`src/rtl/sort4_ctrl.sv`:
```
`default_nettype none
// ============================================================================
// Module   : sort4_ctrl
// Summary  : Loads four 4-bit elements, bubble-sorts them one compare-swap per
//            cycle, then drains them in order.
//            Optional macro SORT4_EARLY_EXIT_EN ends the sort after a pass
//            that performs no swap.
// Revision : 1.0 - initial release
// ============================================================================
module sort4_ctrl #(
  parameter logic DESCEND = 1'b0
) (
  input  logic       clk,
  input  logic       rst_n,
  input  logic       in_valid,
  input  logic [3:0] in_data,
  output logic       in_ready,
  output logic       out_valid,
  output logic [3:0] out_data,
  input  logic       out_ready,
  output logic       busy,
  output logic [2:0] swap_count
);

  typedef enum logic [1:0] {
    S_LOAD  = 2'd0,
    S_SORT  = 2'd1,
    S_DRAIN = 2'd2
  } state_t;

  state_t     state, next_state;
  logic [3:0] mem [4];
  logic [1:0] wr_idx, rd_idx, cmp_idx, limit;
  logic [1:0] cmp_nxt;
  logic [3:0] elem_a, elem_b;
  logic       do_swap, pass_end, early_exit;

  assign cmp_nxt  = cmp_idx + 2'd1;
  assign elem_a   = mem[cmp_idx];
  assign elem_b   = mem[cmp_nxt];
  // Strict comparison keeps equal values in place, so the sort is stable.
  assign do_swap  = DESCEND ? (elem_a < elem_b) : (elem_a > elem_b);
  assign pass_end = (cmp_idx == limit - 2'd1);

`ifdef SORT4_EARLY_EXIT_EN
  logic swap_flag;
  assign early_exit = ~(swap_flag | do_swap);

  always_ff @(posedge clk) begin
    if (!rst_n) begin
      swap_flag <= 1'b0;
    end else if (state == S_LOAD) begin
      swap_flag <= 1'b0;
    end else if (state == S_SORT) begin
      swap_flag <= pass_end ? 1'b0 : (swap_flag | do_swap);
    end
  end
`else
  assign early_exit = 1'b0;
`endif

  always_ff @(posedge clk) begin
    if (!rst_n) begin
      state <= S_LOAD;
    end else begin
      state <= next_state;
    end
  end

  always_comb begin
    next_state = state;
    in_ready   = 1'b0;
    out_valid  = 1'b0;
    out_data   = 4'd0;
    busy       = 1'b0;
    case (state)
      S_LOAD: begin
        in_ready = 1'b1;
        if (in_valid && wr_idx == 2'd3) next_state = S_SORT;
      end
      S_SORT: begin
        busy = 1'b1;
        if (pass_end && (limit == 2'd1 || early_exit)) next_state = S_DRAIN;
      end
      S_DRAIN: begin
        out_valid = 1'b1;
        out_data  = mem[rd_idx];
        if (out_ready && rd_idx == 2'd3) next_state = S_LOAD;
      end
      default: next_state = S_LOAD;
    endcase
  end

  always_ff @(posedge clk) begin
    if (!rst_n) begin
      for (int i = 0; i < 4; i++) mem[i] <= 4'd0;
      wr_idx     <= 2'd0;
      rd_idx     <= 2'd0;
      cmp_idx    <= 2'd0;
      limit      <= 2'd3;
      swap_count <= 3'd0;
    end else begin
      case (state)
        S_LOAD: begin
          if (in_valid) begin
            mem[wr_idx] <= in_data;
            wr_idx      <= wr_idx + 2'd1;
            if (wr_idx == 2'd3) begin
              swap_count <= 3'd0;
              cmp_idx    <= 2'd0;
              limit      <= 2'd3;
            end
          end
        end
        S_SORT: begin
          if (do_swap) begin
            mem[cmp_idx] <= elem_b;
            mem[cmp_nxt] <= elem_a;
            swap_count   <= swap_count + 3'd1;
          end
          if (pass_end) begin
            cmp_idx <= 2'd0;
            limit   <= limit - 2'd1;
          end else begin
            cmp_idx <= cmp_nxt;
          end
        end
        S_DRAIN: begin
          if (out_ready) rd_idx <= rd_idx + 2'd1;
        end
        default: ;
      endcase
    end
  end

endmodule
`default_nettype wire

```
`config.mk`:
```
export PLATFORM = sky130hd
export DESIGN_NAME = sort4_ctrl
export DESIGN_NICKNAME = d
export VERILOG_FILES = /design/src/rtl/sort4_ctrl.sv
export SDC_FILE = /design/constraint.sdc
export NUM_CORES = 1
export LEC_CHECK = 0
export BUFFER_PORTS_ARGS = -buffer_cell sky130_fd_sc_hd__buf_2
export CORE_MARGIN = 4
export CORE_UTILIZATION = 59
export CTS_CLUSTER_DIAMETER = 80
export DETAILED_ROUTE_END_ITERATION = 8
export PLACE_DENSITY_LB_ADDON = 0.1
export SYNTH_ARGS = -nofsm -noshare
export SYNTH_HDL_FRONTEND = slang
export SYNTH_SLANG_ARGS = --single-unit
export TNS_END_PERCENT = 100
```
`constraint.sdc`:
```
create_clock -name clk -period 4.5 [get_ports clk]
set_clock_uncertainty 0.1 [all_clocks]
set_input_delay 0.9 -clock clk [delete_from_list [all_inputs] [get_ports clk]]
set_output_delay 0.9 -clock clk [all_outputs]
set_load 0.02 [all_outputs]
```
Yosys cells after proc, flatten, opt, wreduce, memory -nomap -nowiden
Memory sizes are Yosys's and may differ from the RTL's. A register that Yosys moved wholly into a read port is not among the register bits. Index checks and enable logic that the tools add are counted.

Register bits: 13. Memory bits (writable): 16. Bits of input ports: 8. Output and inout bits: 10. Memories: 1.

Add/sub/neg operators: 5. $lt $le $gt $ge: 1. Equality and inequality tests: 13. Multiplexer cells: 42. Reduce and logical (&&, ||, !) cells: 14.

Memories: mem (words 4, width 4, read ports 3, clocked after Yosys merged registers in 2, wr ports 4, line 32) `logic [3:0] mem [4];`.

Operators by type and width (count): $mux W2 (16); $mux W4 (4); $mux W1 (15); $ne A2 B2 Y1 const B (7); $reduce_or A4 Y1 (3); $mux W3 (3); $pmux W2 S2 (2); $reduce_and A4 Y1 (2); $add A2 B1 Y2 const B (3); $eq A2 B2 Y1 const B (3); $pmux W2 S3 (1); $pmux W3 S2 (1); $reduce_and A3 Y1 (2); $eq A2 B1 Y1 const B (2); $gt A4 B4 Y1 (1); $reduce_and A2 Y1 (2); $add A3 B1 Y3 const B (1); $logic_and A1 B1 Y1 (3); $eq A2 B2 Y1 (1); $logic_not A2 Y1 (1); $reduce_bool A2 Y1 (1); $sub A2 B1 Y2 const B (1).

Depth between registers and ports, before layout
An unclocked memory read counts as a cell.

Depth in word-level cells: 9. Gate-level depth with buffers: 14. Gate-level depth less buffers: 11.

Worst setup path before layout
No wires, ideal clock.

Kind: register to register. Start: register cmp_idx[0]. End: memory mem[1][0], enable pin. Library setup time: 0.307 ns. Arrival time: 3.016 ns. Data required time: 4.093 ns. Setup slack: 1.077 ns. Stages on the path, launching flop included: 14. Path buffers: 2. Period minus slack after synthesis: 3.423 ns. Cells stage by stage: dfxtp_1 -> buf_6 -> inv_1 -> ha_1 -> mux4_2 -> inv_1 -> ha_1 -> nor2b_1 -> o211ai_2 -> a21oi_4 -> buf_6 -> a21o_4 -> nor3_2 -> or3b_1.

RTL lines: from (decl) (line 33) `logic [1:0] wr_idx, rd_idx, cmp_idx, limit;`; from (signal assigned) (line 125) `cmp_idx <= cmp_nxt;`; to (decl) (line 32).

==> metrics.cfg <==
[critical_path]
reg2reg_depth=11
startpoint_type=register
rr_endpoint=mem[1][2]
endpoint_kind=register
r2r-start=cmp_idx[0]
worst_ep_arrival_time_ns=3.76
crit_fanout=11
required_ns=4.44
rrSetupSlack_ns=0.68
path_class=register to register

[detailed_routing]
finalWirelength_mm=4.502
drtIter0Drc=186
via_per_inst=6.259
wl_per_cell_um=17.65
vias=1596
ant_nets=0
route.detailed.drc=0
drt-pass1-iter-count=4

[global_route]
grt.total_usage=0.2285
grt_pass1_wl_mm=7.541
grt_overflow=0
antenna_found_initial=0
grt_pass1_vias=1569
grt_max_degree=22

[synth]
syn_inst=191
synthArstFlopShare=0
yosysWarnings=0
synth_area_um2=2067
yosys_register_bits=33
ys_seq_area_frac=0.3971
syn_nets=211
ys_types=41
synth_ff_type=dfxtp_1
avgSynthCellArea_um2=10.82
synth_edf_count=16

[layout]
nets=228
diodes=0
fin_area_um2=2225
drive_gt1_frac=0.2201
area_delta_synth_final_pct=7.627

[hold_path]
min_to=swap_count[1]
hp-start=swap_count[1]
min_path_cells=2
holdCritPathClass=register to register

[run]
maxCapViolations=0

[sta]
fin_tns_setup_ns=0
setup_violations=0
relSlewSlack=0.6426
drv_slew=0
worst_pin_slew_ns=0.5360
min_period_over_period=0.8489
rsz0062_at_grt=false
max_freq_mhz=261.8
timing.hold.ws_ns=0.3922
finalHoldViolations=0
period_needed_ns=3.820

[die]
core_area_um2=3363
rows=21
die-area_um2=4515
initial_core_util=0.6146
top_level_ports=18
fp.dieW_um=67.19
die_y_um=67.19

[clocking]
clk_latency_ns=0.33
hold_buffers=0
cts_resized=0
cts_tree=yes
clkTransAtPathRegs_ns=0.09
cts_buffer_depth=2
post_cts_buffers=0
clock-sinks=33
cts_root_buf=clkbuf_4
numCtsBuffers=5
htreeDepth=2

[power_and_ir_drop]
finalPower_uw=579.9
ir_worst_vdd_mv=0.2024
power.switching_uw=145.5
powerDensity_nw_per_um2=260.7
p_sw_frac=0.2508
p_int_uw=434.5
p_leak_nw=0.8745
clkPwrFrac=0.291
seqPwrFrac=0.592
combPwrFrac=0.118

[placement]
portBuffers=17
post-dp-hpwl_mm=3.489
gp_congestion=0.9619
dpl_cell_area_um2=2166

[run_status]
status=completed

-- power groups by stage --
stage | Sequential (mW) | Clock (mW) | Combinational [mW]
4_1_cts | 0.342 | 0.172 | 0.0678
3_3_place_gp | 0.349 | 0 | 0.0639
2_1_floorplan | 0.341 | 0 | 0.0522
3_5_place_dp | 0.349 | 0 | 0.0674
5_1_grt | 0.344 | 0.190 | 0.0758
6_report | 0.343 | 0.169 | 0.0681
-- per-layer routing --
| metal | vias to the layer above | wire (um) | share of wire | GRT usage |
|---|---|---|---|---|
| li1 | 746 | - | - | - |
| met1 | 751 | 1818 | 0.40 | 0.2891 |
| met2 | 82 | 2199 | 0.49 | 0.3706 |
| met3 | 17 | 378 | 0.084 | 0.05657 |
| met4 | 0 | 106 | 0.024 | 0.1013 |
| met5 | - | 0 | 0 | 0 |
-- how the worst max path moves through the flow --
stage                     startpoint  depth (start not counted)         to  slack, ns
final                     cmp_idx[0]                         11  mem[1][2]       0.68
after global routing      cmp_idx[0]                         11  mem[0][1]       0.37
after CTS                 cmp_idx[0]                         11  mem[1][2]       0.67
after detailed placement  cmp_idx[0]                         11  mem[1][3]       0.67
after global placement    cmp_idx[0]                         11  mem[0][0]       0.88
after floorplan           cmp_idx[0]                         13  mem[1][0]       1.08
-- through the flow --
stage	instances	setup slack, ns	utilization
after floorplan	191	1.077	-
after global placement	247	0.8773	0.6440
after detailed placement	247	0.6740	0.6440
after CTS	255	0.6719	0.6615
after global routing	255	0.3740	0.6615
final	255	0.6800	0.6615
-- cells in the mapped netlist, types with 2 or more instances --
cell,n,area share
xor2_1,2,0.0085
inv_1,8,0.015
a22o_1,4,0.017
o31ai_1,4,0.015
dfxtp_1,17,0.16
a21boi_0,3,0.011
and2_1,9,0.027
xnor2_1,3,0.013
clkbuf_1,3,0.0054
nor3_1,6,0.015
a21oi_4,2,0.016
mux2_2,4,0.022
o211ai_1,2,0.0073
nor2_1,18,0.033
nand2_1,20,0.036
and3_1,2,0.0061
o22ai_1,2,0.0061
mux4_2,12,0.13
buf_2,2,0.0048
buf_6,2,0.011
nor2b_1,5,0.015
edfxtp_1,16,0.23
ha_1,12,0.073
a22oi_1,4,0.015
nand3_1,3,0.0073
nand3b_1,2,0.0073
a21oi_1,10,0.024
-- critical path, cell delays in order, from the launching register on --
cell and delay, ns:
dfxtp_1 0.59, inv_1 0.18, ha_1 0.47, mux4_2 0.55
inv_1 0.09, ha_1 0.24, nor2b_1 0.14, o211ai_2 0.21
a21oi_4 0.15, a21o_4 0.24, nor3_2 0.32, or3b_1 0.25
-- cell families after synthesis --
kind of cell | synth area share
buffers and inverters | 0.03571
adder cells (fa/ha/maj) | 0.07264
AO/OA/AOI/OAI | 0.1422
XOR/XNOR | 0.02119
flip-flops | 0.3971
multiplexers | 0.1574
AND/OR/NAND/NOR | 0.1737
-- area by class of cell --
class | instances | area, um2
inverter | 8 | 30.03
multi-input combinational | 143 | 1172
timing repair buffer | 17 | 85.08
fill | 282 | 1139
sequential | 33 | 820.8
clock buffer | 8 | 58.81
tap | 46 | 57.56
-- layout by cell type, fill, tap and decap left out, types with 4 or more instances in the layout --
cell,count
a21oi_1,10
a22o_1,4
a22oi_1,4
and2_1,9
buf_2,17
clkbuf_4,5
dfxtp_1,17
edfxtp_1,16
ha_1,12
inv_1,8
mux2_2,4
mux4_2,12
nand2_1,20
nor2_1,18
nor2b_1,5
nor3_1,6
o31ai_1,4
No activity file was read; power rests on OpenSTA's default activity.
